## src/rtl/program_loader_pkg.sv

```systemverilog
// program_loader_pkg: loader FSM state encoding and default program size limit.
package program_loader_pkg;
  typedef enum logic [2:0] {IDLE, LEN_HI, LEN_LO, DATA_HI, DATA_LO, WRITE, DONE, ERROR} state_t;
  localparam int MAX_WORDS_DEFAULT = 1024;
endpackage

```

## src/rtl/byte_pair_assembler.sv

```systemverilog
// byte_pair_assembler: packs a high and a low byte into one 16-bit register.
module byte_pair_assembler (
  input  logic        clk,
  input  logic        rst,
  input  logic        hi_ld,
  input  logic        lo_ld,
  input  logic [7:0]  byte_in,
  output logic [15:0] word
);
  always_ff @(posedge clk)
    if (rst) word <= '0;
    else begin
      if (hi_ld) word[15:8] <= byte_in;
      if (lo_ld) word[7:0] <= byte_in;
    end
endmodule

```

## src/rtl/program_loader.sv

```systemverilog
// program_loader: streams a length-prefixed program from a byte host into instruction memory.
module program_loader
  import program_loader_pkg::*;
#(
  parameter int MAX_WORDS = MAX_WORDS_DEFAULT
) (
  input  logic        clock,
  input  logic        resetn,
  input  logic        start,
  input  logic [7:0]  in_data,
  input  logic        in_valid,
  output logic        in_ready,
  output logic        mem_wr,
  output logic [15:0] endereco_ext,
  output logic [15:0] iin,
  output logic        cpu_hold,
  output logic        done,
  output logic        err
);
  localparam logic [15:0] MAX_N = 16'(MAX_WORDS);
  state_t state, state_nx;
  logic [15:0] len, word, idx, len_full;
  logic xfer, go;
  assign xfer = in_valid && in_ready;
  assign go = start && (state inside {IDLE, DONE, ERROR});
  assign len_full = {len[15:8], in_data};
  byte_pair_assembler u_len (
    .clk(clock), .rst(resetn), .hi_ld(xfer && state == LEN_HI), .lo_ld(xfer && state == LEN_LO),
    .byte_in(in_data), .word(len)
  );
  byte_pair_assembler u_word (
    .clk(clock), .rst(resetn), .hi_ld(xfer && state == DATA_HI), .lo_ld(xfer && state == DATA_LO),
    .byte_in(in_data), .word(word)
  );
  always_comb begin
    state_nx = state;
    in_ready = state inside {LEN_HI, LEN_LO, DATA_HI, DATA_LO};
    mem_wr = state == WRITE;
    cpu_hold = !(state inside {IDLE, DONE});
    done = state == DONE;
    err = state == ERROR;
    case (state)
      IDLE, DONE, ERROR: state_nx = start ? LEN_HI : state;
      LEN_HI:  state_nx = xfer ? LEN_LO : state;
      LEN_LO:  state_nx = !xfer ? state : len_full == '0 ? DONE : len_full > MAX_N ? ERROR : DATA_HI;
      DATA_HI: state_nx = xfer ? DATA_LO : state;
      DATA_LO: state_nx = xfer ? WRITE : state;
      WRITE:   state_nx = idx + 16'd1 == len ? DONE : DATA_HI;
      default: state_nx = IDLE;
    endcase
  end
  // address/data are captured with the low byte so they stay frozen after the strobe
  always_ff @(posedge clock)
    if (resetn) begin
      state <= IDLE;
      idx <= '0;
      endereco_ext <= '0;
      iin <= '0;
    end else begin
      state <= state_nx;
      if (go) idx <= '0;
      else if (state == WRITE) idx <= idx + 16'd1;
      if (xfer && state == DATA_LO) begin
        endereco_ext <= idx;
        iin <= {word[15:8], in_data};
      end
    end
endmodule
```

## config.mk

```make
export PLATFORM = sky130hd
export DESIGN_NAME = program_loader
export DESIGN_NICKNAME = d
export VERILOG_FILES = /design/src/rtl/program_loader_pkg.sv /design/src/rtl/byte_pair_assembler.sv /design/src/rtl/program_loader.sv
export SDC_FILE = /design/constraint.sdc
export NUM_CORES = 1
export LEC_CHECK = 0
export CORE_MARGIN = 3
export CORE_UTILIZATION = 50
export CTS_CLUSTER_DIAMETER = 120
export DETAILED_ROUTE_END_ITERATION = 7
export PLACE_DENSITY_LB_ADDON = 0.12
export SETUP_SLACK_MARGIN = 0.02
export SLEW_MARGIN = 30
export SYNTH_ARGS = -nofsm -noshare
export SYNTH_HDL_FRONTEND = slang
export SYNTH_HIERARCHICAL = 1
export SYNTH_SLANG_ARGS = --single-unit
```

## constraint.sdc

```tcl
create_clock -name clock -period 1.9 [get_ports clock]
set_input_delay 0.38 -clock clock [delete_from_list [all_inputs] [get_ports clock]]
set_output_delay 0.38 -clock clock [all_outputs]
set_load 0.005 [all_outputs]
```

==> flow_summary.rst, run 1 <==
.. list-table::
   :header-rows: 1

   * - Metric
     - Value
   * - Final number of setup-violating endpoints
     - 2
   * - Count of placed standard cells in the final layout, fillers left out
     - 593
   * - Number of inserted diodes
     - 0
   * - Share of the clock period used by the worst path after layout
     - 1.05
   * - Worst max-slew margin expressed relative to the limit
     - 0.736
   * - Startpoint type of the worst setup path
     - flip-flop
   * - Hold crit path type
     - in2reg
   * - Run status
     - complete, but fails checks
   * - Share of post-route cells with drive strength above 1
     - 0.211
   * - Footprint of the multi-input gates
     - 1920 um2
   * - Worst hold path startpoint
     - resetn
   * - Launch instance of the worst register-to-register path
     - idx[1]$_SDFFE_PP0P_
   * - DR DRC count
     - 0
   * - Syn Inst Count
     - 421
   * - Minimum clock period after layout
     - 1990 ps
   * - Count of clock tree sinks
     - 75
   * - Required time at the endpoint of the critical path
     - 2130 ps
   * - Kind of capture point of the worst setup path
     - flip-flop
   * - Total placed cells including tap cells
     - 567
   * - Final-layout fill cell count
     - 524
   * - Die span in y
     - 89.4 um
   * - Worst Clk Skew
     - 5.84 ps
   * - Post-route design area
     - 4770 um2
   * - Data arrival time of the worst path
     - 2220 ps
   * - Final Max Slew Viols
     - 0
   * - FP Rows
     - 29
   * - Worst hold slack across all endpoints
     - 367 ps
   * - Cell area after synthesis
     - 3470 um2
   * - Power density over the cells
     - 689 nW/um2
   * - Horizontal extent of the die
     - 89.4 um
   * - Total overflow reported by the global router
     - 0
   * - Area inside the core boundary
     - 6530 um2
   * - Post-DP HPWL
     - 6230 um
   * - Iter 0 DRT Violations
     - 152
   * - Number of search-and-repair iterations in the first detailed-routing pass
     - 5
   * - DR WL/cell
     - 15.3 um
   * - Number of H-tree levels
     - 3
   * - Post-Syn Area per Cell
     - 8.25 um2
   * - Number of antenna-violating nets in the routed design
     - 0
   * - Area added between synthesis and finish
     - 37.2%
   * - Critical path launch point
     - idx[1]$_SDFFE_PP0P_
   * - Peak ir drop on the vdd network
     - 0.000467 V
   * - Warnings from Yosys
     - 6
   * - Wire length of the first global-routing pass
     - 14800 um
   * - # nets final
     - 524
   * - Final wirelength
     - 9070 um
   * - Hold buffers post-CTS
     - 0
   * - Total die area
     - 7990 um2
   * - Critical path fanouts, max
     - 6
   * - Number of antenna violations at the first check in global routing
     - 0
   * - Final estimated routing congestion in global placement
     - 0.854
   * - Total global-route track usage
     - 0.243
   * - Post-detailed-route via-to-cell ratio
     - 5.39
   * - Clock tree from TritonCTS
     - built
   * - Number of buffers added by the clock tree synthesis step
     - 9
   * - Clock-pin slew on the worst setup and hold paths
     - 80 ps
   * - Routed via count
     - 3196
   * - Leakage power of the design
     - 1.76 nW
   * - Hold Fails Final Rpt
     - 0
   * - Pin count of the biggest net entering global routing
     - 39
   * - Sequential cell area in the final layout
     - 1510 um2
   * - Deepest clock path buffer count
     - 2
   * - Top-Level Pins
     - 49
   * - Starting utilization of the core area
     - 0.532
   * - Dpl cell area
     - 4330 um2
   * - Source-to-sink clock delay at the later pin of the worst-skew pair
     - 350 ps
   * - Clock root buffer
     - sky130_fd_sc_hd__clkbuf_8
   * - Count of buffers inserted at the top-level ports
     - 48
   * - Category of the most critical setup path
     - reg2reg
   * - Max-capacitance violation count
     - 0
   * - Syn_nets
     - 434
   * - Setup repair after global routing missed its margin
     - true
   * - Number of global-route vias before repair
     - 3011
   * - Highest clock rate
     - 0.502 GHz
   * - Worst setup slack after layout
     - -92.4 ps
   * - Pin slew with the least headroom to its limit
     - 396 ps
   * - Violated checks
     - setup timing
## report_power, final
part | total, W | leakage [nW] | switching, W | internal [W]
clock network | 0.00139 | 0.113 | 0.000610 | 0.000776
logic | 0.000294 | 1.04 | 0.000150 | 0.000144
registers | 0.00161 | 0.609 | 0.0000180 | 0.00159
total | 0.00329 | 1.76 | 0.000779 | 0.00251
## cell usage in the layout, fill, tap and decap left out, types with 2 or more instances in the layout
master	instances
sky130_fd_sc_hd__a211oi_2	2
sky130_fd_sc_hd__a21oi_1	41
sky130_fd_sc_hd__and2_1	3
sky130_fd_sc_hd__and3_1	2
sky130_fd_sc_hd__buf_4	58
sky130_fd_sc_hd__buf_6	7
sky130_fd_sc_hd__bufinv_16	2
sky130_fd_sc_hd__clkbuf_8	10
sky130_fd_sc_hd__clkdlybuf4s50_1	43
sky130_fd_sc_hd__clkinv_2	2
sky130_fd_sc_hd__dfxtp_1	69
sky130_fd_sc_hd__dfxtp_2	4
sky130_fd_sc_hd__dfxtp_4	2
sky130_fd_sc_hd__dlygate4sd2_1	2
sky130_fd_sc_hd__inv_1	7
sky130_fd_sc_hd__mux2i_1	24
sky130_fd_sc_hd__nand2_1	75
sky130_fd_sc_hd__nand2b_1	4
sky130_fd_sc_hd__nand3_1	7
sky130_fd_sc_hd__nand3_4	2
sky130_fd_sc_hd__nand4_1	4
sky130_fd_sc_hd__nor2_1	49
sky130_fd_sc_hd__nor3_1	9
sky130_fd_sc_hd__nor3b_1	2
sky130_fd_sc_hd__nor4_1	5
sky130_fd_sc_hd__nor4_4	3
sky130_fd_sc_hd__o21ai_0	3
sky130_fd_sc_hd__o21bai_1	2
sky130_fd_sc_hd__o311a_1	2
sky130_fd_sc_hd__or3_1	3
sky130_fd_sc_hd__or3_4	2
sky130_fd_sc_hd__xnor2_1	19
sky130_fd_sc_hd__xor2_1	14
## cell type report
| type | instances | area share |
|---|---|---|
| clock buffer | 10 | 0.0289 |
| clock inverter | 6 | 0.0181 |
| inverter | 7 | 0.00551 |
| multi-input combinational | 305 | 0.402 |
| sequential | 75 | 0.318 |
| tap | 77 | 0.0202 |
| timing repair buffer | 113 | 0.208 |
## worst paths after layout
kind	end	slack (ps)	depth (start not counted)
worst max-delay path	state[0]$_SDFFE_PP0P_	-90	8
worst min register to register	endereco_ext[13]$_SDFFE_PP0P_	450	2
worst min-delay path	u_len/word[13]$_SDFFE_PP0P_	370	2
worst max register to register	state[0]$_SDFFE_PP0P_	-90	8
## registers in the layout, indices dropped and copies added, names as in the netlist
name          cells
u_word/word       8
iin              16
endereco_ext     16
u_len/word       16
state             3
idx              16
## critical path: stages (launching register included)
cell                       delay (ps)
sky130_fd_sc_hd__dfxtp_4          380
sky130_fd_sc_hd__ha_4             160
sky130_fd_sc_hd__nand3_4          120
sky130_fd_sc_hd__or4_4            430
sky130_fd_sc_hd__buf_4            150
sky130_fd_sc_hd__nor3_1           180
sky130_fd_sc_hd__a211oi_2         100
sky130_fd_sc_hd__nor4_4           240
sky130_fd_sc_hd__a211oi_2         110
## per-stage QoR
step           total power [W]  setup slack (ps)  utilization  setup TNS [ps]
6_report               0.00329             -92.4        0.730            -177
3_3_place_gp           0.00190              -284        0.664            -576
5_1_grt                0.00341              -178        0.730            -331
3_5_place_dp           0.00190              -329        0.664            -695
2_1_floorplan          0.00179              24.3            -               0
4_1_cts                0.00329              -145        0.717            -250
## metal layers
metal  global-route usage  vias up  part of all wire
li1                     -     1593                 -
met1                0.328     1503              0.47
met2                0.392       88              0.47
met3               0.0406       12             0.048
met4               0.0812        0             0.012
met5                    0        -                 0
## what timing repair did
action,4_1_cts,5_1_grt
endpoints found under the hold margin,0,0
setup endpoints to repair,9,7
pin swaps,1,8
buffers inserted,9,1
cloned,0,0
gates resized for setup,17,19
No activity file was read; power rests on OpenSTA's default activity.
==> inputs of run 2 (changes only) <==
--- a/config.mk
+++ b/config.mk
@@ -5,7 +5,6 @@
 export SDC_FILE = /design/constraint.sdc
 export NUM_CORES = 1
 export LEC_CHECK = 0
-export CORE_MARGIN = 3
 export CORE_UTILIZATION = 50
 export CTS_CLUSTER_DIAMETER = 120
 export DETAILED_ROUTE_END_ITERATION = 7
==> flow_summary.rst, run 2 (same netlist as run 1, synthesis figures left out) <==
.. list-table::
   :header-rows: 1

   * - Metric
     - Value
   * - Number of H-tree levels
     - 3
   * - Starting utilization of the core area
     - 0.514
   * - Most frequent cells in the layout
     - sky130_fd_sc_hd__nand2_1 (75), sky130_fd_sc_hd__dfxtp_1 (70), sky130_fd_sc_hd__buf_4 (61)
   * - Max-capacitance violation count
     - 0
   * - Number of global-route vias before repair
     - 3162
   * - Number of search-and-repair iterations in the first detailed-routing pass
     - 5
   * - Post-DP HPWL
     - 6460 um
   * - Number of antenna violations at the first check in global routing
     - 0
   * - Minimum clock period after layout
     - 2010 ps
   * - Run status
     - complete, but fails checks
   * - Clock tree from TritonCTS
     - built
   * - Pin count of the biggest net entering global routing
     - 36
   * - Worst setup slack after layout
     - -115 ps
   * - Clock root buffer
     - sky130_fd_sc_hd__clkbuf_8
   * - Clock-pin slew on the worst setup and hold paths
     - 80 ps
   * - Hold Fails Final Rpt
     - 0
   * - Routing usage on met2
     - 0.441
   * - Wire length of the first global-routing pass
     - 15200 um
   * - Most common cell after layout, fill and taps aside
     - sky130_fd_sc_hd__nand2_1
   * - Total die area
     - 7290 um2
   * - Area inside the core boundary
     - 6760 um2
   * - Peak ir drop on the vdd network
     - 0.000482 V
   * - Deepest clock path buffer count
     - 2
   * - Routed via count
     - 3268
   * - Final Max Slew Viols
     - 0
   * - Power density over the cells
     - 676 nW/um2
   * - Global routing usage on met1
     - 0.341
   * - Data arrival time of the worst path
     - 2240 ps
   * - Hold buffers post-CTS
     - 0
   * - Worst max-slew margin expressed relative to the limit
     - 0.700
   * - Final-layout fill cell count
     - 524
   * - Total negative setup slack
     - -202 ps
   * - Setup repair after global routing missed its margin
     - true
   * - Number of buffers added by the clock tree synthesis step
     - 9
   * - Total overflow reported by the global router
     - 0
   * - Number of inserted diodes
     - 0
   * - Final wirelength
     - 9340 um
   * - Pin slew with the least headroom to its limit
     - 439 ps
   * - Horizontal extent of the die
     - 85.4 um
   * - Dpl cell area
     - 4370 um2
   * - Met3 track utilization from global routing
     - 0.0603
   * - Number of antenna-violating nets in the routed design
     - 0
   * - Count of clock tree sinks
     - 75
   * - Total global-route track usage
     - 0.268
   * - Source-to-sink clock delay at the later pin of the worst-skew pair
     - 350 ps
   * - Highest clock rate
     - 0.496 GHz
   * - DR DRC count
     - 0
   * - Startpoint type of the worst setup path
     - flip-flop
   * - Required time at the endpoint of the critical path
     - 2130 ps
   * - Leakage power of the design
     - 1.78 nW
   * - Worst Clk Skew
     - 7.24 ps
   * - Gr busiest metal
     - met2
   * - Area added between synthesis and finish
     - 38.6%
   * - FP Rows
     - 30
   * - DR WL/cell
     - 15.6 um
   * - Category of the most critical setup path
     - reg2reg
   * - Final core occ
     - 0.713
   * - Post-route design area
     - 4820 um2
   * - Final estimated routing congestion in global placement
     - 0.904
   * - Hold crit path type
     - in2reg
   * - # nets final
     - 527
   * - Share of the clock period used by the worst path after layout
     - 1.06
   * - Minimum setup slack after placement
     - -275 ps
   * - Post-detailed-route via-to-cell ratio
     - 5.46
   * - Top-Level Pins
     - 49
   * - Critical path fanouts, max
     - 3
   * - Final number of setup-violating endpoints
     - 2
   * - Kind of capture point of the worst setup path
     - flip-flop
   * - Share of post-route cells with drive strength above 1
     - 0.224
   * - Count of buffers inserted at the top-level ports
     - 48
   * - Violated checks
     - setup timing
   * - Iter 0 DRT Violations
     - 165
   * - Die span in y
     - 85.4 um
## run 2: layout make-up
| cell class | count | area (um2) | area share |
|---|---|---|---|
| multi-input cells | 305 | 1950 | 0.404 |
| flip-flops and latches | 75 | 1510 | 0.314 |
| repair buffers | 116 | 1020 | 0.211 |
| clock buffers | 9 | 124 | 0.0257 |
| well taps | 80 | 100 | 0.0208 |
| clock inverters | 7 | 91.3 | 0.0190 |
| inverters | 7 | 26.3 | 0.00545 |
## run 2: layer usage
layer  wire length, um  part of all wire
met5                 0                 0
met4               176             0.019
met3               497             0.053
met2              4480              0.48
met1              4200              0.45
## run 2: worst max-delay path: stages (launching register included)
cell                       delay [ps]
sky130_fd_sc_hd__dfxtp_2          360
sky130_fd_sc_hd__ha_4             150
sky130_fd_sc_hd__nand3_4           90
sky130_fd_sc_hd__or4_4            500
sky130_fd_sc_hd__buf_6            140
sky130_fd_sc_hd__o21ai_2          140
sky130_fd_sc_hd__a211oi_2         100
sky130_fd_sc_hd__nor4_4           300
sky130_fd_sc_hd__a211oi_2         120
## run 2: worst paths after layout
kind / slack (ps) / cells after the start / endpoint / start
setup / recovery: -110 / 8 / state[0]$_SDFFE_PP0P_ / idx[0]$_SDFFE_PP0P_
hold / removal: 330 / 2 / iin[7]$_SDFFE_PP0P_ / resetn
setup reg to reg: -110 / 8 / state[0]$_SDFFE_PP0P_ / idx[0]$_SDFFE_PP0P_
hold reg to reg: 450 / 2 / endereco_ext[2]$_SDFFE_PP0P_ / endereco_ext[2]$_SDFFE_PP0P_
## run 2: timing repair
action	4_1_cts	5_1_grt
pin swaps	9	7
setup endpoints to repair	7	4
resized for setup	26	12
gates cloned	0	0
buffers inserted	9	2
## run 2: report_power, final
part           leakage [nW]  internal (W)  total, W  switching [W]
clock network         0.106      0.000735   0.00136       0.000622
logic                  1.07      0.000140  0.000291       0.000151
registers             0.608       0.00159   0.00161      0.0000180
## run 2: stage by stage
step                instances  hold WS (ps)  power, W
floorplan                 421           431   0.00179
global placement          573           443   0.00190
detailed placement        573           447   0.00190
CTS                       597           323   0.00325
global route              599           339   0.00336
finish                    599           327   0.00326
==> inputs of run 3 (changes only) <==
--- a/config.mk
+++ b/config.mk
@@ -9,6 +9,7 @@
 export CTS_CLUSTER_DIAMETER = 120
 export DETAILED_ROUTE_END_ITERATION = 7
 export PLACE_DENSITY_LB_ADDON = 0.12
+export REMOVE_ABC_BUFFERS = 1
 export SETUP_SLACK_MARGIN = 0.02
 export SLEW_MARGIN = 30
 export SYNTH_ARGS = -nofsm -noshare
==> flow_summary.rst, run 3 (same netlist as run 1, synthesis figures left out) <==
.. list-table::
   :header-rows: 1

   * - Metric
     - Value
   * - Critical path fanouts, max
     - 3
   * - # nets final
     - 528
   * - Kind of capture point of the worst setup path
     - flip-flop
   * - Number of H-tree levels
     - 3
   * - Final core occ
     - 0.710
   * - Number of inserted diodes
     - 0
   * - Worst Clk Skew
     - 10.1 ps
   * - Total power consumption of the routed design
     - 0.00320 W
   * - Area added between synthesis and finish
     - 38.1%
   * - Number of buffers added by the clock tree synthesis step
     - 9
   * - Horizontal extent of the die
     - 85.4 um
   * - Number of global-route vias before repair
     - 3048
   * - Post-DP HPWL
     - 6360 um
   * - Highest clock rate
     - 0.505 GHz
   * - Required time at the endpoint of the critical path
     - 2140 ps
   * - Violated checks
     - setup timing
   * - Max-capacitance violation count
     - 0
   * - Worst setup slack after layout
     - -79.5 ps
   * - Share of the clock period used by the worst path after layout
     - 1.04
   * - Most common cell after layout, fill and taps aside
     - sky130_fd_sc_hd__nand2_1
   * - Routed via count
     - 3231
   * - Total placed cells including tap cells
     - 572
   * - Worst hold path startpoint
     - resetn
   * - Power spent charging and discharging nets
     - 0.000806 W
   * - Relative contribution of the clock network to total power
     - 0.407
   * - Run status
     - complete, but fails checks
   * - Clock root buffer
     - sky130_fd_sc_hd__clkbuf_8
   * - Count of buffers inserted at the top-level ports
     - 48
   * - DR DRC count
     - 0
   * - Number of antenna violations at the first check in global routing
     - 0
   * - Final estimated routing congestion in global placement
     - 0.842
   * - Part of the total power dissipated in sequential elements
     - 0.503
   * - Number of search-and-repair iterations in the first detailed-routing pass
     - 6
   * - Hold Fails Final Rpt
     - 0
   * - Category of the most critical setup path
     - reg2reg
   * - Clock tree from TritonCTS
     - built
   * - Startpoint type of the worst setup path
     - flip-flop
   * - Final Max Slew Viols
     - 0
   * - Pin count of the biggest net entering global routing
     - 33
   * - Deepest clock path buffer count
     - 2
   * - Setup repair after global routing missed its margin
     - true
   * - Starting utilization of the core area
     - 0.514
   * - Launch instance of the worst register-to-register path
     - idx[0]$_SDFFE_PP0P_
   * - Cell Chain, Critical Path
     - ha_4, nand3_4, or4_4, and4b_1, a211oi_2, nor4_4, o31a_1
   * - Count of clock tree sinks
     - 75
   * - Wire length of the first global-routing pass
     - 14800 um
   * - FP Rows
     - 30
   * - Most frequent cells in the layout
     - sky130_fd_sc_hd__nand2_1 (75), sky130_fd_sc_hd__dfxtp_1 (69), sky130_fd_sc_hd__buf_4 (62)
   * - DR WL/cell
     - 15.0 um
   * - Leakage power of the design
     - 1.76 nW
   * - Count of placed standard cells in the final layout, fillers left out
     - 600
   * - Int Power
     - 0.00239 W
   * - Area inside the core boundary
     - 6760 um2
   * - Final wirelength
     - 9010 um
   * - Minimum clock period after layout
     - 1980 ps
   * - Share of total power consumed by net switching
     - 0.252
   * - Part of the power in combinational logic
     - 0.091
   * - Worst max-slew margin expressed relative to the limit
     - 0.749
   * - Total overflow reported by the global router
     - 0
   * - Source-to-sink clock delay at the later pin of the worst-skew pair
     - 360 ps
   * - Peak ir drop on the vdd network
     - 0.000613 V
   * - Pin slew with the least headroom to its limit
     - 376 ps
   * - Top-Level Pins
     - 49
   * - Power density over the cells
     - 666 nW/um2
   * - Number of antenna-violating nets in the routed design
     - 0
   * - Critical path launch point
     - idx[0]$_SDFFE_PP0P_
   * - Share of post-route cells with drive strength above 1
     - 0.227
   * - Total die area
     - 7290 um2
   * - Hold crit path type
     - in2reg
   * - Data arrival time of the worst path
     - 2220 ps
   * - Die span in y
     - 85.4 um
   * - Iter 0 DRT Violations
     - 113
   * - Clock-pin slew on the worst setup and hold paths
     - 90 ps
   * - Total global-route track usage
     - 0.261
   * - Delay of the slowest cell on the worst path
     - 500 ps
   * - Post-detailed-route via-to-cell ratio
     - 5.39
   * - Buffering stage count on the worst path with inverters included
     - 0
   * - Final number of setup-violating endpoints
     - 3
   * - Cell family with most CP delay
     - simple AND/OR/NAND/NOR gates
   * - Library cell contributing the largest single delay on the critical path
     - sky130_fd_sc_hd__or4_4
-- run 3: cell types whose count changed in the layout (fill, tap and decap cells not counted), moves of 2 or more --
cell	change
sky130_fd_sc_hd__xnor2_2	+2
sky130_fd_sc_hd__nor3_4	-2
sky130_fd_sc_hd__nor3_1	+2
sky130_fd_sc_hd__nor2_1	-2
sky130_fd_sc_hd__clkinvlp_4	-2
sky130_fd_sc_hd__nor2_2	+2
sky130_fd_sc_hd__clkinv_4	+2
-- run 3: metal layers --
layer,GRT usage,vias up,wire (um)
met5,0,-,0
met4,0.114,0,214
met3,0.0360,17,254
met2,0.429,67,4240
met1,0.344,1539,4300
li1,-,1608,-
-- run 3: metrics by stage --
step	hold WS, ps	worst slack (ps)	TNS, ps	area, um2
4_1_cts	362	-29.9	-30.4	4730
6_report	368	-79.5	-137	4800
3_5_place_dp	448	-369	-669	4310
5_1_grt	381	-142	-380	4800
3_3_place_gp	441	-428	-779	4310
2_1_floorplan	425	-532	-20260	3300
-- run 3: worst paths after layout --
check        slack (ps)  depth (start not counted)               endpoint
min                 370                          2   iin[12]$_SDFFE_PP0P_
min reg2reg         450                          2   iin[11]$_SDFFE_PP0P_
max                 -80                          7  state[2]$_SDFFE_PP0P_
max reg2reg         -80                          7  state[2]$_SDFFE_PP0P_
-- run 3: power groups by stage --
stage                     Sequential (W)  Clock, W  Combinational (W)
after floorplan                  0.00165         0           0.000110
after global placement           0.00164         0           0.000252
after detailed placement         0.00164         0           0.000255
after CTS                        0.00161   0.00133           0.000279
after global routing             0.00161   0.00139           0.000313
final                            0.00161   0.00130           0.000290
-- run 3: what timing repair did --
| action | CTS | global route |
|---|---|---|
| gates resized for setup | 35 | 15 |
| endpoints found under the setup margin | 7 | 8 |
| pin swaps | 13 | 11 |
| setup buffers | 11 | 1 |
| hold buffers | 0 | 0 |
-- run 3: cell type report --
cell class,count,area [um2]
Fill cell,565,1960
Multi-Input combinational cell,305,1920
Sequential cell,75,1510
Timing Repair Buffer,117,1020
Clock buffer,10,138
Tap cell,80,100
Clock inverter,6,72.6
Inverter,7,26.3
